### config.mk
export PLATFORM = sky130hd
export DESIGN_NAME = day_counter_ctrl
export DESIGN_NICKNAME = d
export VERILOG_FILES = /design/src/rtl/daycnt_pkg.sv /design/src/rtl/tick_prescaler.sv /design/src/rtl/day_counter_ctrl.sv
export SDC_FILE = /design/constraint.sdc
export NUM_CORES = 1
export LEC_CHECK = 0
export CAP_MARGIN = 20
export CELL_PAD_IN_SITES_DETAIL_PLACEMENT = 1
export CELL_PAD_IN_SITES_GLOBAL_PLACEMENT = 2
export CORE_ASPECT_RATIO = 0.7
export CORE_UTILIZATION = 31
export CTS_BUF_LIST = sky130_fd_sc_hd__clkbuf_16
export DETAILED_ROUTE_END_ITERATION = 10
export GPL_TIMING_DRIVEN = 0
export MAX_ROUTING_LAYER = met4
export PLACE_DENSITY_LB_ADDON = 0.1
export SYNTH_ARGS = -nofsm -noshare
export SYNTH_HDL_FRONTEND = slang
export SYNTH_SLANG_ARGS = --single-unit
### constraint.sdc
create_clock -name clk -period 5.79 [get_ports clk]
set_clock_uncertainty 0.1 [all_clocks]
set_input_delay 1.4475 -clock clk [delete_from_list [all_inputs] [get_ports clk]]
set_output_delay 1.4475 -clock clk [all_outputs]
set_load 0.02 [all_outputs]
### src/rtl/daycnt_pkg.sv
// Shared widths, set-mode state encoding and calendar helper for the day/time counter.
package daycnt_pkg;

  localparam int unsigned SEC_W = 6;
  localparam int unsigned MIN_W = 6;
  localparam int unsigned HR_W  = 5;
  localparam int unsigned DAY_W = 5;
  localparam int unsigned MON_W = 4;
  localparam int unsigned YR_W  = 7;

  typedef enum logic [2:0] {
    StRun,
    StYear,
    StMonth,
    StDay,
    StHour,
    StMin,
    StCommit
  } state_e;

  localparam logic [2:0] FieldNone   = 3'd0;
  localparam logic [2:0] FieldYear   = 3'd1;
  localparam logic [2:0] FieldMonth  = 3'd2;
  localparam logic [2:0] FieldDay    = 3'd3;
  localparam logic [2:0] FieldHour   = 3'd4;
  localparam logic [2:0] FieldMinute = 3'd5;

  // Years 0..99 map to 2000..2099, so divisibility by 4 is the whole leap rule.
  function automatic logic [DAY_W-1:0] days_in_month(input logic [MON_W-1:0] month,
                                                      input logic [YR_W-1:0]  year);
    logic [DAY_W-1:0] days;
    case (month)
      4'd4, 4'd6, 4'd9, 4'd11: days = 5'd30;
      4'd2:                    days = (year[1:0] == 2'b00) ? 5'd29 : 5'd28;
      default:                 days = 5'd31;
    endcase
    return days;
  endfunction

  function automatic logic [2:0] field_of(input state_e st);
    logic [2:0] f;
    case (st)
      StYear:  f = FieldYear;
      StMonth: f = FieldMonth;
      StDay:   f = FieldDay;
      StHour:  f = FieldHour;
      StMin:   f = FieldMinute;
      default: f = FieldNone;
    endcase
    return f;
  endfunction

endpackage

### src/rtl/tick_prescaler.sv
// Free-running divider; sec_edge is high on the wrap cycle of a 0..TICK_DIV-1 count.
module tick_prescaler #(
  parameter int unsigned TICK_DIV = 1000000
) (
  input  logic clk,
  input  logic reset,
  input  logic clr,
  output logic sec_edge
);

  localparam int unsigned CntW = (TICK_DIV > 1) ? $clog2(TICK_DIV) : 1;
  localparam logic [CntW-1:0] CntMax = CntW'(TICK_DIV - 1);

  logic [CntW-1:0] cnt_q;

  always_ff @(posedge clk) begin
    if (reset || clr) begin
      cnt_q <= '0;
    end else if (cnt_q == CntMax) begin
      cnt_q <= '0;
    end else begin
      cnt_q <= cnt_q + CntW'(1);
    end
  end

  assign sec_edge = (cnt_q == CntMax);

endmodule

### src/rtl/day_counter_ctrl.sv
// Tick generation and button-driven set-mode editor for the day/time counter.
module day_counter_ctrl
  import daycnt_pkg::*;
#(
  parameter int unsigned TICK_DIV  = 1000000,
  parameter int unsigned TIMEOUT_S = 30
) (
  input  logic             clk,
  input  logic             reset,
  input  logic             run,
  input  logic             btn_mode,
  input  logic             btn_inc,
  input  logic [SEC_W-1:0] cur_second,
  input  logic [MIN_W-1:0] cur_minute,
  input  logic [HR_W-1:0]  cur_hour,
  input  logic [DAY_W-1:0] cur_day,
  input  logic [MON_W-1:0] cur_month,
  input  logic [YR_W-1:0]  cur_year,
  output logic             tick,
  output logic             load,
  output logic [SEC_W-1:0] set_second,
  output logic [MIN_W-1:0] set_minute,
  output logic [HR_W-1:0]  set_hour,
  output logic [DAY_W-1:0] set_day,
  output logic [MON_W-1:0] set_month,
  output logic [YR_W-1:0]  set_year,
  output logic             editing,
  output logic [2:0]       field
);

  localparam int unsigned ToW = $clog2(TIMEOUT_S + 1);
  localparam logic [ToW-1:0] ToLast = ToW'(TIMEOUT_S - 1);

  state_e           state_q, state_d;
  logic [ToW-1:0]   to_q, to_d;
  logic             tick_q, tick_d;
  logic             load_q, load_d;
  logic             editing_q, editing_d;
  logic [2:0]       field_q, field_d;
  logic [MIN_W-1:0] minute_q, minute_d;
  logic [HR_W-1:0]  hour_q, hour_d;
  logic [DAY_W-1:0] day_q, day_d;
  logic [MON_W-1:0] month_q, month_d;
  logic [YR_W-1:0]  year_q, year_d;
  logic [DAY_W-1:0] dim;
  logic             sec_edge;

  // Seconds are always loaded as zero, so the live value is deliberately ignored.
  logic unused_cur_second;
  assign unused_cur_second = ^cur_second;

  tick_prescaler #(
    .TICK_DIV(TICK_DIV)
  ) u_prescaler (
    .clk     (clk),
    .reset   (reset),
    .clr     (load_q),
    .sec_edge(sec_edge)
  );

  assign dim = days_in_month(month_q, year_q);

  always_comb begin
    state_d  = state_q;
    to_d     = to_q;
    load_d   = 1'b0;
    minute_d = minute_q;
    hour_d   = hour_q;
    day_d    = day_q;
    month_d  = month_q;
    year_d   = year_q;
    tick_d   = sec_edge & (state_q == StRun) & run & ~btn_mode;

    unique case (state_q)
      StRun: begin
        to_d = '0;
        if (btn_mode) begin
          minute_d = cur_minute;
          hour_d   = cur_hour;
          day_d    = cur_day;
          month_d  = cur_month;
          year_d   = cur_year;
          state_d  = StYear;
        end
      end
      StYear, StMonth, StDay, StHour, StMin: begin
        if (btn_mode) begin
          to_d = '0;
          unique case (state_q)
            StYear:  state_d = StMonth;
            StMonth: begin
              state_d = StDay;
              if (day_q > dim) day_d = dim;
            end
            StDay:   state_d = StHour;
            StHour:  state_d = StMin;
            default: begin
              state_d = StCommit;
              load_d  = 1'b1;
            end
          endcase
        end else if (btn_inc) begin
          to_d = '0;
          unique case (state_q)
            StYear:  year_d   = (year_q >= YR_W'(99))   ? '0          : year_q + YR_W'(1);
            StMonth: month_d  = (month_q >= MON_W'(12)) ? MON_W'(1)   : month_q + MON_W'(1);
            StDay:   day_d    = (day_q >= dim)          ? DAY_W'(1)   : day_q + DAY_W'(1);
            StHour:  hour_d   = (hour_q >= HR_W'(23))   ? '0          : hour_q + HR_W'(1);
            default: minute_d = (minute_q >= MIN_W'(59)) ? '0         : minute_q + MIN_W'(1);
          endcase
        end else if (sec_edge) begin
          if (to_q == ToLast) begin
            state_d = StRun;
            to_d    = '0;
          end else begin
            to_d = to_q + ToW'(1);
          end
        end
      end
      default: begin
        state_d = StRun;
        to_d    = '0;
      end
    endcase

    editing_d = (state_d != StRun);
    field_d   = field_of(state_d);
  end

  always_ff @(posedge clk) begin
    if (reset) begin
      state_q   <= StRun;
      to_q      <= '0;
      tick_q    <= 1'b0;
      load_q    <= 1'b0;
      editing_q <= 1'b0;
      field_q   <= FieldNone;
      minute_q  <= '0;
      hour_q    <= '0;
      day_q     <= DAY_W'(1);
      month_q   <= MON_W'(1);
      year_q    <= '0;
    end else begin
      state_q   <= state_d;
      to_q      <= to_d;
      tick_q    <= tick_d;
      load_q    <= load_d;
      editing_q <= editing_d;
      field_q   <= field_d;
      minute_q  <= minute_d;
      hour_q    <= hour_d;
      day_q     <= day_d;
      month_q   <= month_d;
      year_q    <= year_d;
    end
  end

  assign tick       = tick_q;
  assign load       = load_q;
  assign editing    = editing_q;
  assign field      = field_q;
  assign set_second = '0;
  assign set_minute = minute_q;
  assign set_hour   = hour_q;
  assign set_day    = day_q;
  assign set_month  = month_q;
  assign set_year   = year_q;

endmodule

==> results.cfg, run 1 <==
[worst_setup_path]
reg2reg_to = set_day[0]
r2r_setup_slack_ns = 2.87
worstPathCellList = clkdlybuf4s50_1 > buf_2 > nor2b_1 > o2111ai_1 > a21oi_1 > nor2_1 > a311o_1
required_ns = 5.91
critical_path_class = in2reg
rr_startpoint = set_month[0]
cpMaxStageDelayCell = a21oi_1
cp_max_fo = 10
endpoint_kind = flip-flop
arrival_ns = 3.71
reg2regPathDepth = 10
slowest_delay_ns = 0.58
cp-start-kind = input port
critical_path.startpoint = btn_mode

[clock_tree]
cts.sinks = 61
cts_setup_buffers = 0
post_cts_resized = 0
clock_latency_ns = 0.33
holdBufCountCts = 0
htreeDepth = 3
cts_tree = built
cts-root-buf = clkbuf_16
numCtsBuffers = 9
clockBufferDepth = 2
path_clk_slew_ns = 0.05

[floorplanning]
die_y_um = 89.8
fp.coreArea_um2 = 10500
rows = 31
initial_core_util_pct = 32.5
die_x_um = 127
dieArea_um2 = 11400
ioPinCount = 77

[route]
detail_route.wl_per_cell_um = 16.9
vias_per_cell = 5.23
drt_first_pass_iters = 4
wl_um = 11100
ant_nets = 0
route.detailed.drc = 0
drt_iter0_drc = 174
vias = 3415

[final_layout]
drive_above_1_share_pct = 5.94
n_antenna_cell = 0
area_delta_synth_final_pct = 32.8
nets = 554

[synth]
ys_types = 57
ys_seq_area_share_pct = 35.8
synth_edf_count = 0
synth-main-ff-cell = dfxtp_1
postSynthCellCount = 421
ys_warn_count = 0
syn_avg_cell_area_um2 = 8.10
synth_area_um2 = 3410
ys_seq_elements = 61
synthArstFlopShare_pct = 0

[grt]
grt_pass1_wl_um = 18000
overflow = 0
first_global_vias = 3376
antenna_found_initial = 0
gr-usage-all-layers_pct = 21.0
grt_start_max_net_pins = 11

[power_and_ir_drop]
irDropWorstVdd_mv = 0.142
p_leak_uw = 0.00169
p_per_area_nw_per_um2 = 279

[sta]
finalMaxSlewViolations = 0
setup_violations = 0
hold_ws_ns = 0.380
period_share_pct = 62.0
fmax_ghz = 0.278
worst_slew_pin_slew_ns = 0.919
slew_headroom_pct = 38.2
hold_viol_final = 0
min_period_ns = 3.59
fin_tns_setup_ns = 0
rsz0062_at_grt = no

[place]
place_hpwl_um = 8250
io_buffers = 63
place_congestion = 0.798

[worst_hold_path]
hold_depth = 1
min-delay-start = u_prescaler.cnt_q[0]
hold_path.class = reg2reg
holdPathEnd = u_prescaler.cnt_q[0]

[run_status]
status = completed

[run]
drv_cap = 0
==> routing by layer <==
layer / track usage [%] / wire, um
met5: - / 0
met4: 5.65 / 112
met3: 4.52 / 476
met2: 29.8 / 4550
met1: 29.7 / 5930
==> registers in the layout (all words and copies together), names as in the netlist, 3 cells and up <==
signal and flops:
field 3, u_prescaler.cnt_q 20, set_hour 5, to_q 5, set_month 4, set_minute 6, set_year 7, set_day 5
state_q 3
==> layout make-up <==
cell class	count	area, um2
buffer	25	125
clock buffer	9	225
clock inverter	7	58.8
fill	1267	5980
inverter	16	60.1
multi-input combinational	324	2020
sequential	61	1220
tap	148	185
timing repair buffer	63	631
==> worst max-delay path: cells and delay by family <==
family          cells  cell delay, ns
compound gates      3            1.08
simple gates        2            0.48
buf+inv             2            0.71
==> cells in the mapped netlist (all sizes together), types with 4 or more instances <==
master	instances	area (um2)
nor3b	4	30.0
nand3	27	135
nor4	8	65.1
nand2b	8	50.1
dfxtp	61	1220
buf	14	83.8
clkbuf	11	41.3
and3	8	50.1
o21ai	14	70.1
o2bb2ai	7	61.3
inv	16	60.1
ha	16	200
nand4	4	25.0
nand2	33	129
nor3	12	60.1
a221oi	8	70.1
a21oi	21	105
xnor2	5	43.8
a211oi	12	90.1
nor2	55	206
xor2	17	149
nor2b	7	43.8
==> cells in the final DEF, fill, tap and decap left out, drive strengths merged, types with 3 or more instances in the layout <==
cell type       n
a211oi         12
a21oi          21
a221oi          8
a311oi          3
a31oi           3
and2            3
and3            8
buf            14
clkbuf         20
clkdlybuf4s50  63
clkinv          3
conb            6
dfxtp          61
ha             16
inv            18
nand2          33
nand2b          8
nand3          27
nand4           4
nand4b          3
nor2           55
nor2b           7
nor3           12
nor3b           4
nor4            8
o21ai          14
o22ai           3
o2bb2ai         7
o32ai           3
or2             3
xnor2           5
xor2           17
==> metrics by stage <==
| step | area (um2) | power, uW | std cells | worst slack [ns] | utilization [%] |
|---|---|---|---|---|---|
| after detailed placement | 4250 | 750 | 637 | 1.87 | 40.4 |
| after global routing | 4530 | 1330 | 653 | 2.02 | 43.1 |
| final | 4530 | 1260 | 653 | 2.20 | 43.1 |
| after global placement | 4250 | 746 | 637 | 1.88 | 40.4 |
| after floorplan | 3430 | 634 | 426 | 2.73 | - |
| after CTS | 4530 | 1280 | 653 | 2.22 | 43.1 |
==> worst max-delay path by stage <==
stage,endpoint,slack (ns)
after detailed placement,set_day[0],1.87
after floorplan,field[0],2.73
after global placement,set_day[0],1.88
final,set_day[0],2.20
after global routing,field[0],2.02
after CTS,set_day[0],2.22
==> cells by family (layout without fill, tap and decap cells) <==
logic type,after synthesis,count (layout),share of synthesized area [%]
fa+ha+maj,17,17,6.16
mux,2,2,0.587
other cells,1,6,0.110
flops,61,61,35.8
buf+inv,41,120,5.43
xor+xnor,22,22,5.65
compound gates,92,92,18.7
simple gates,185,185,27.6
==> report_power, final <==
| part | switching, uW | total, uW | internal, uW |
|---|---|---|---|
| combinational | 149 | 265 | 116 |
| clock | 195 | 522 | 327 |
| sequential | 32.3 | 477 | 444 |
| total | 376 | 1260 | 887 |
(Power assumes the default switching activity.)
==> inputs of run 2 (changes only) <==
--- a/config.mk
+++ b/config.mk
@@ -9,7 +9,7 @@
 export CELL_PAD_IN_SITES_DETAIL_PLACEMENT = 1
 export CELL_PAD_IN_SITES_GLOBAL_PLACEMENT = 2
 export CORE_ASPECT_RATIO = 0.7
-export CORE_UTILIZATION = 31
+export CORE_UTILIZATION = 26
 export CTS_BUF_LIST = sky130_fd_sc_hd__clkbuf_16
 export DETAILED_ROUTE_END_ITERATION = 10
 export GPL_TIMING_DRIVEN = 0
==> constraint.sdc (replaced) <==
create_clock -name clk -period 3.15 [get_ports clk]
set_clock_uncertainty 0.1 [all_clocks]
set_input_delay 0.7875 -clock clk [delete_from_list [all_inputs] [get_ports clk]]
set_output_delay 0.7875 -clock clk [all_outputs]
set_load 0.02 [all_outputs]
==> run 2 against run 1 <==
Against the previous run: the flow now finishes with violations (DRC); sequential share of layout area about the same; non-clock buffer count stayed put; largest power group unchanged; core utilization decreased by 7.1 points; worst setup slack lost 2.0 ns; register-to-register slack got worse by 2.6 ns; critical endpoint is now field[0]; cell count grew 2.0%; combinational power rose by 87%.
==> results.cfg, run 2 (synthesis gave the netlist of run 1 again) <==
[grt]
grt_pass1_wl_um = 18900
antenna_found_initial = 0
overflow = 0
first_global_vias = 3475
gr-usage-all-layers_pct = 18.6
grt_start_max_net_pins = 11

[final_layout]
n_antenna_cell = 0
top_register = u_prescaler.cnt_q
drive_above_1_share_pct = 6.15
mostFrequentLayoutCell = clkdlybuf4s50_1
largest_reg_flops = 20
nets = 554
layout_common_cells = 63 x clkdlybuf4s50_1, 61 x dfxtp_1, 55 x nor2_1, 31 x nand2_1, 27 x nand3_1
area_delta_synth_final_pct = 32.7

[sta]
rsz0062_at_grt = no
setup_violations = 0
finalMaxSlewViolations = 0
timing.final.ws_setup_ns = 0.155
fin_tns_setup_ns = 0
hold_viol_final = 0
min_period_ns = 2.99
worst_slew_pin_slew_ns = 0.908
fmax_ghz = 0.334
slew_headroom_pct = 38.9
period_share_pct = 95.1

[power_and_ir_drop]
p_leak_uw = 0.00166
irDropWorstVdd_mv = 0.241
p_per_area_nw_per_um2 = 497

[worst_setup_path]
rr_startpoint = set_month[0]
required_ns = 3.30
cp-start-kind = input port
critical_path.startpoint = btn_mode
reg2reg_to = set_day[0]
reg2regPathDepth = 10
r2r_setup_slack_ns = 0.23
endpoint = field[0]
critical_path_class = in2reg
endpoint_kind = flip-flop
arrival_ns = 3.14
cp_max_fo = 10

[route]
route.detailed.drc = 7
wl_met1_um = 6270
detail_route.wl_per_cell_um = 17.4
ant_nets = 0
wl_met3_um = 622
vias = 3377
drt_iter0_drc = 122
wl_met2_um = 4660
drt_first_pass_iters = 8
wl_um = 11600
top_layer = met4
vias_per_cell = 5.07

[clock_tree]
clockBufferDepth = 2
cts.sinks = 61
cts_setup_buffers = 0
htreeDepth = 3
cts-root-buf = clkbuf_16
numCtsBuffers = 9
cts_tree = built
path_clk_slew_ns = 0.05
holdBufCountCts = 0
clock_latency_ns = 0.33

[floorplanning]
rows = 34
dieArea_um2 = 13600
initial_core_util_pct = 27.1
die_x_um = 139
fp.coreArea_um2 = 12600
ioPinCount = 77
die_y_um = 97.8

[worst_hold_path]
hold_path.class = reg2reg

[run_status]
status = finished with violations
violations = DRC

[place]
io_buffers = 63
place_hpwl_um = 8580
dp_slack_ns = -0.223
place_congestion = 0.783

[run]
drv_cap = 0
run 2: area by class of cell:
type | instances | area, um2
Fill cell | 1512 | 8060
Buffer | 25 | 125
Tap cell | 162 | 203
Timing Repair Buffer | 63 | 631
Sequential cell | 61 | 1220
Clock inverter | 6 | 31.3
Clock buffer | 9 | 225
Multi-Input combinational cell | 324 | 2030
Inverter | 16 | 60.1
run 2: power by group:
part	switching [uW]	internal (uW)	total, uW
combinational	281	215	496
sequential	59.6	817	876
clock	361	517	878
run 2: how the worst min path moves through the flow:
stage / startpoint / end / slack, ns / cells past startpoint
6_report: u_prescaler.cnt_q[0] / u_prescaler.cnt_q[0] / 0.38 / 1
3_5_place_dp: u_prescaler.cnt_q[0] / u_prescaler.cnt_q[0] / 0.37 / 1
4_1_cts: u_prescaler.cnt_q[0] / u_prescaler.cnt_q[0] / 0.38 / 1
2_1_floorplan: u_prescaler.cnt_q[0] / u_prescaler.cnt_q[0] / 0.34 / 1
5_1_grt: u_prescaler.cnt_q[0] / u_prescaler.cnt_q[0] / 0.40 / 1
3_3_place_gp: u_prescaler.cnt_q[0] / u_prescaler.cnt_q[0] / 0.36 / 1
run 2: stage by stage:
step	area (um2)	utilization (%)	hold slack [ns]	total power (uW)	std cells
6_report	4530	36.0	0.380	2250	666
5_1_grt	4530	36.0	0.404	2380	666
4_1_cts	4520	35.9	0.381	2270	666
3_5_place_dp	4260	33.9	0.368	1390	651
3_3_place_gp	4260	33.9	0.364	1380	651
2_1_floorplan	3430	-	0.341	1170	426
run 2: worst max-delay path, stage by stage:
cell and delay, ns:
clkdlybuf4s50_1 0.50, buf_2 0.22, clkbuf_1 0.47, nand2_1 0.11, o21ai_0 0.21, a21oi_2 0.08, inv_1 0.07, ha_1 0.22
maj3_1 0.35, nor3_1 0.13
run 2: metal layers:
layer | GRT usage (%) | vias to the layer above
li1 | - | 1666
met1 | 26.6 | 1623
met2 | 25.8 | 82
met3 | 5.00 | 6
met4 | 3.93 | 0
met5 | - | -
run 2: repair_timing:
action | CTS | global route
gates resized for setup | 0 | 2
setup endpoints to repair | 0 | 2
hold endpoints to repair | 0 | 0
==> inputs of run 3 (changes only) <==
--- a/config.mk
+++ b/config.mk
@@ -9,6 +9,7 @@
 export CELL_PAD_IN_SITES_DETAIL_PLACEMENT = 1
 export CELL_PAD_IN_SITES_GLOBAL_PLACEMENT = 2
 export CORE_ASPECT_RATIO = 0.7
+export CORE_MARGIN = 2
 export CORE_UTILIZATION = 26
 export CTS_BUF_LIST = sky130_fd_sc_hd__clkbuf_16
 export DETAILED_ROUTE_END_ITERATION = 10
==> run 3 against run 2 <==
Against the previous run: the flow now finishes without violations; fmax rose by 2.1%; register-to-register slack is essentially flat; first-iteration DRC count is 11% higher; largest cell class unchanged.
==> results.cfg, run 3 (synthesis gave the netlist of run 1 again) <==
[run_status]
status = completed

[worst_hold_path]
hold_path.class = reg2reg
hold_depth = 1
min-delay-start = u_prescaler.cnt_q[0]
holdPathEnd = u_prescaler.cnt_q[0]

[worst_setup_path]
slowest_delay_ns = 0.57
critical_path_class = reg2reg
cp_max_fo = 5
endpoint_kind = flip-flop
arrival_ns = 3.08
cpMaxStageDelayCell = or4_4
reg2reg_to = field[0]
r2r_setup_slack_ns = 0.22
required_ns = 3.30
cp-start-kind = flip-flop
critical-path-top-delay-family = simple AND/OR/NAND/NOR gates
rr_startpoint = u_prescaler.cnt_q[7]
worstPathCellList = or4_4 > nor4_4 > nand3_1 > a21oi_1 > inv_1 > ha_1 > maj3_1 > nor3_1
path_buf_inv = 1
reg2regPathDepth = 8

[power_and_ir_drop]
power_uw = 2400
p_leak_uw = 0.00170
irDropWorstVdd_mv = 0.294
p_per_area_nw_per_um2 = 525

[clock_tree]
cts.sinks = 61
htreeDepth = 3
numCtsBuffers = 9
clockBufferDepth = 2
cts_setup_buffers = 0
clock_latency_ns = 0.33
cts-root-buf = clkbuf_16
path_clk_slew_ns = 0.05
holdBufCountCts = 0
cts_tree = built
post_cts_resized = 0

[route]
vias_per_cell = 5.03
wl_um = 11500
ant_nets = 0
detail_route.wl_per_cell_um = 17.2
drt_iter0_drc = 135
route.detailed.drc = 0
drt_first_pass_iters = 4
vias = 3354

[place]
dpl.cell_count = 651
placed_cell_area_um2 = 4260
place_hpwl_um = 8640
io_buffers = 63
place_congestion = 0.762
dp_slack_ns = -0.140

[grt]
first_global_vias = 3451
overflow = 0
antenna_found_initial = 0
grt_pass1_wl_um = 18800
grt_start_max_net_pins = 11
gr-usage-all-layers_pct = 17.6

[final_layout]
stdcell_count = 667
fin_area_um2 = 4580
largest_reg_flops = 20
layout_common_cells = 63 x clkdlybuf4s50_1, 61 x dfxtp_1, 55 x nor2_1, 31 x nand2_1, 27 x nand3_1
multiInputGateArea_um2 = 2030
nets = 554
area_delta_synth_final_pct = 34.3
top_register = u_prescaler.cnt_q
fill_cells = 1526
drive_above_1_share_pct = 6.53
register_area_um2 = 1220
n_antenna_cell = 0
mostFrequentLayoutCell = clkdlybuf4s50_1

[sta]
fin_tns_setup_ns = 0
slew_headroom_pct = 34.3
period_share_pct = 93.1
fmax_ghz = 0.341
min_period_ns = 2.93
worst_slew_pin_slew_ns = 0.979
setup_violations = 0
timing.final.ws_setup_ns = 0.217
hold_viol_final = 0
finalMaxSlewViolations = 0
rsz0062_at_grt = no

[floorplanning]
rows = 34
die_x_um = 141
fp.coreArea_um2 = 12600
dieArea_um2 = 14100
ioPinCount = 77
initial_core_util_pct = 27.0
die_y_um = 99.8

[run]
drv_cap = 0
[run 3: worst max path at each step]
stage,cells past startpoint,start,end
after global routing,9,btn_mode,field[0]
after floorplan,10,set_month[0],set_day[0]
after CTS,7,btn_mode,set_day[0]
after global placement,8,btn_mode,field[0]
final,8,u_prescaler.cnt_q[7],field[0]
after detailed placement,7,btn_mode,set_day[0]
[run 3: per-layer routing]
metal / wire length (um) / global-route usage [%] / vias up
met5: 0 / - / -
met4: 75 / 4.15 / 0
met3: 472 / 3.58 / 5
met2: 4530 / 25.1 / 74
met1: 6420 / 25.5 / 1600
li1: - / - / 1675
[run 3: through the flow]
step	util [%]	hold WS, ns
2_1_floorplan	-	0.341
3_3_place_gp	33.7	0.363
3_5_place_dp	33.7	0.374
4_1_cts	36.2	0.388
5_1_grt	36.3	0.415
6_report	36.3	0.385
[run 3: worst register-to-register path, cell delays in order, from the launching register on]
cell and delay (ns):
dfxtp_1 0.35, or4_4 0.57, nor4_4 0.43, nand3_1 0.26, a21oi_1 0.30, inv_1 0.08, ha_1 0.28, maj3_1 0.35
nor3_1 0.12
[run 3: layout make-up]
| type | count | area share (%) |
|---|---|---|
| timing repair buffer | 63 | 13.8 |
| sequential | 61 | 26.7 |
| tap | 162 | 4.43 |
| buffer | 25 | 2.73 |
| clock buffer | 9 | 4.92 |
| inverter | 16 | 1.31 |
| multi-input combinational | 324 | 44.4 |
| clock inverter | 7 | 1.80 |
[run 3: power breakdown]
part / internal, uW / leakage (uW) / switching [uW]
clock network: 682 / 0.000162 / 349
registers: 817 / 0.000498 / 61.3
logic: 215 / 0.00105 / 279
total: 1710 / 0.00170 / 689
==> variant (settings of run 2) <==
Change the package constant `SEC_W` from 6 to 8.
--- a/src/rtl/daycnt_pkg.sv
+++ b/src/rtl/daycnt_pkg.sv
@@ -2,5 +2,5 @@
 package daycnt_pkg;
 
-  localparam int unsigned SEC_W = 6;
+  localparam int unsigned SEC_W = 8;
   localparam int unsigned MIN_W = 6;
   localparam int unsigned HR_W  = 5;
Ports: changed (resized cur_second and set_second); port bits go from 77 to 81. No check against the original RTL was run, so the function may have changed too.
==> variant against run 2 <==
- the flow still finishes with violations (design-rule violations)
- first-iteration DRC count increased by 13%
- via count decreased by 1.2%
- count of clock-buffer cells in the layout is the same
- design area up 1.5%
- register-to-register slack lost 0.05 ns
- sequential cell count did not move
- hold slack gained 0.0044 ns
- global-route usage decreased by 0.43 points
- worst setup slack gained 0.026 ns
- area after synthesis grew 0.44%
- wire length decreased by 1.3%
- die area grew 0.43%
- total power is 7.2% higher
- largest power group unchanged
==> variant: results (changes against run 2) <==
| Metric | Value |
|---|---|
| Worst-path clk slew | `0.05 ns (about the same)` |
| Clk buf depth | `2 (unchanged)` |
| CP max stage delay | `0.58 ns (was 0.50 ns)` |
| Cell family with most CP delay | `simple AND/OR/NAND/NOR gates (was buffers and inverters)` |
| Via density | `4.982 (was 5.071)` |
| Area after DPL | `0.004287 sq mm (was 0.004264 sq mm)` |
| Global route overflow | `0 (unchanged)` |
| Peak supply drop | `0.2428 mV (was 0.2411 mV)` |
| Seq/Total Area, Yosys | `35.63% (was 35.79%)` |
| Syn. warnings | `0 (unchanged)` |
| CTS H-Tree Depth | `3 (unchanged)` |
| RePlAce Congestion | `0.7821 (was 0.7826)` |
| Cts repair resizes | `0 (unchanged)` |
| Port bufs | `63 (unchanged)` |
| First-pass GRT wire length | `18.60 mm (was 18.90 mm)` |
| Largest cells by area after synthesis | `dfxtp_1 36%, nor2_1 6.0%, ha_1 5.8% (was dfxtp_1 36%, nor2_1 6.1%, ha_1 5.9%)` |
| Nets | `560 (was 554)` |
| Placed cell count | `655 (was 651)` |
| CP max FO | `5 (was 10)` |
| Overall routing resource usage | `18.18% (was 18.60%)` |
| Initial DRC count | `138 (was 122)` |
| Routed wire per std cell | `17.12 um (was 17.44 um)` |
| Syn Area/Cell | `8.102 sq um (was 8.105 sq um)` |
| Post-DRT Antenna Nets | `0 (unchanged)` |
| Status | `finished with violations (unchanged)` |
| Post-synth top cells | `61 x dfxtp_1, 55 x nor2_1, 31 x nand2_1, 27 x nand3_1, 21 x a21oi_1 (unchanged)` |
| Detailed Route WL | `11.47 mm (was 11.62 mm)` |
| Biggest register | `u_prescaler.cnt_q (unchanged)` |
| Pre-CTS setup slack | `-0.1222 ns (was -0.2228 ns)` |
| Dominant synthesized flop cell | `dfxtp_1 (unchanged)` |
| Pin count of the biggest net entering global routing | `11 (unchanged)` |
| Data arrival, critical path | `3.11 ns (was 3.14 ns)` |
| Slew headroom | `35.85% (was 38.88%)` |
| Setup Buffers After CTS | `0 (unchanged)` |
| DRC | `4 (was 7)` |
| Largest register FFs | `20 (unchanged)` |
| Critical path launch point type | `flip-flop (was primary input)` |
| Distinct cells, synth | `57 (unchanged)` |
| Layout cells sized above 1 | `6.890% (was 6.151%)` |
| ANT cells | `0 (unchanged)` |
| TritonCTS buffer count | `9 (unchanged)` |
| Antenna violations before repair | `0 (unchanged)` |
| Async SR Flop Fraction | `0% (unchanged)` |
| TritonRoute pass-1 iters | `8 (unchanged)` |
| Detailed Place HPWL | `8.581 mm (was 8.578 mm)` |
| Leakage | `0.001713 uW (was 0.001663 uW)` |
| Violated checks | `design-rule violations (unchanged)` |
| Root Buffer | `clkbuf_16 (unchanged)` |
| Skew-Pair Late Insertion Delay | `0.33 ns (about the same)` |
| Crit-path slowest cell | `or4_4 (was clkdlybuf4s50_1)` |
| Hold Path Class | `flip-flop to flip-flop (unchanged)` |
| Vias in the first global route | `3424 (was 3475)` |
==> variant: final cells by class <==
| type | count | area, sq um |
|---|---|---|
| Buffer | 27 | 140.1 |
| Clock buffer | 9 | 225.2 |
| Clock inverter | 6 | 78.83 |
| Fill cell | 1494 | 8036 |
| Inverter | 16 | 60.06 |
| Multi-Input combinational cell | 326 | 2039 |
| Sequential cell | 61 | 1221 |
| Tap cell | 162 | 202.7 |
| Timing Repair Buffer | 63 | 630.6 |
==> variant: routing by layer <==
layer / track usage [%] / vias up / share of wire (%)
met4: 4.274 / 0 / 0.44
met1: 26.34 / 1588 / 55
met2: 25.47 / 75 / 40
met5: - / - / 0
li1: - / 1668 / -
met3: 3.580 / 7 / 4.2
==> variant: logic make-up after synthesis <==
| kind of cell | Yosys count | synth area share, % |
|---|---|---|
| AO/OA/AOI/OAI | 92 | 18.58 |
| XOR/XNOR | 22 | 5.622 |
| adder cells (fa/ha/maj) | 17 | 6.134 |
| buffers and inverters | 43 | 5.841 |
| flip-flops | 61 | 35.63 |
| multiplexers | 2 | 0.5842 |
| other | 1 | 0.1094 |
| AND/OR/NAND/NOR | 185 | 27.49 |
==> variant: power by group <==
part	leakage, uW	total [uW]	internal (uW)	switching (uW)
combinational	0.00106	498	216	282
sequential	0.000498	876	817	58.7
clock	0.000152	1040	681	358
==> variant: worst paths after layout <==
check | end | startpoint | slack (ns) | cells after the start
worst max-delay path | field[0] | u_prescaler.cnt_q[7] | 0.18 | 8
worst min-delay path | u_prescaler.cnt_q[0] | u_prescaler.cnt_q[0] | 0.38 | 1
worst max register to register | field[0] | u_prescaler.cnt_q[7] | 0.18 | 8
worst min register to register | u_prescaler.cnt_q[0] | u_prescaler.cnt_q[0] | 0.38 | 1
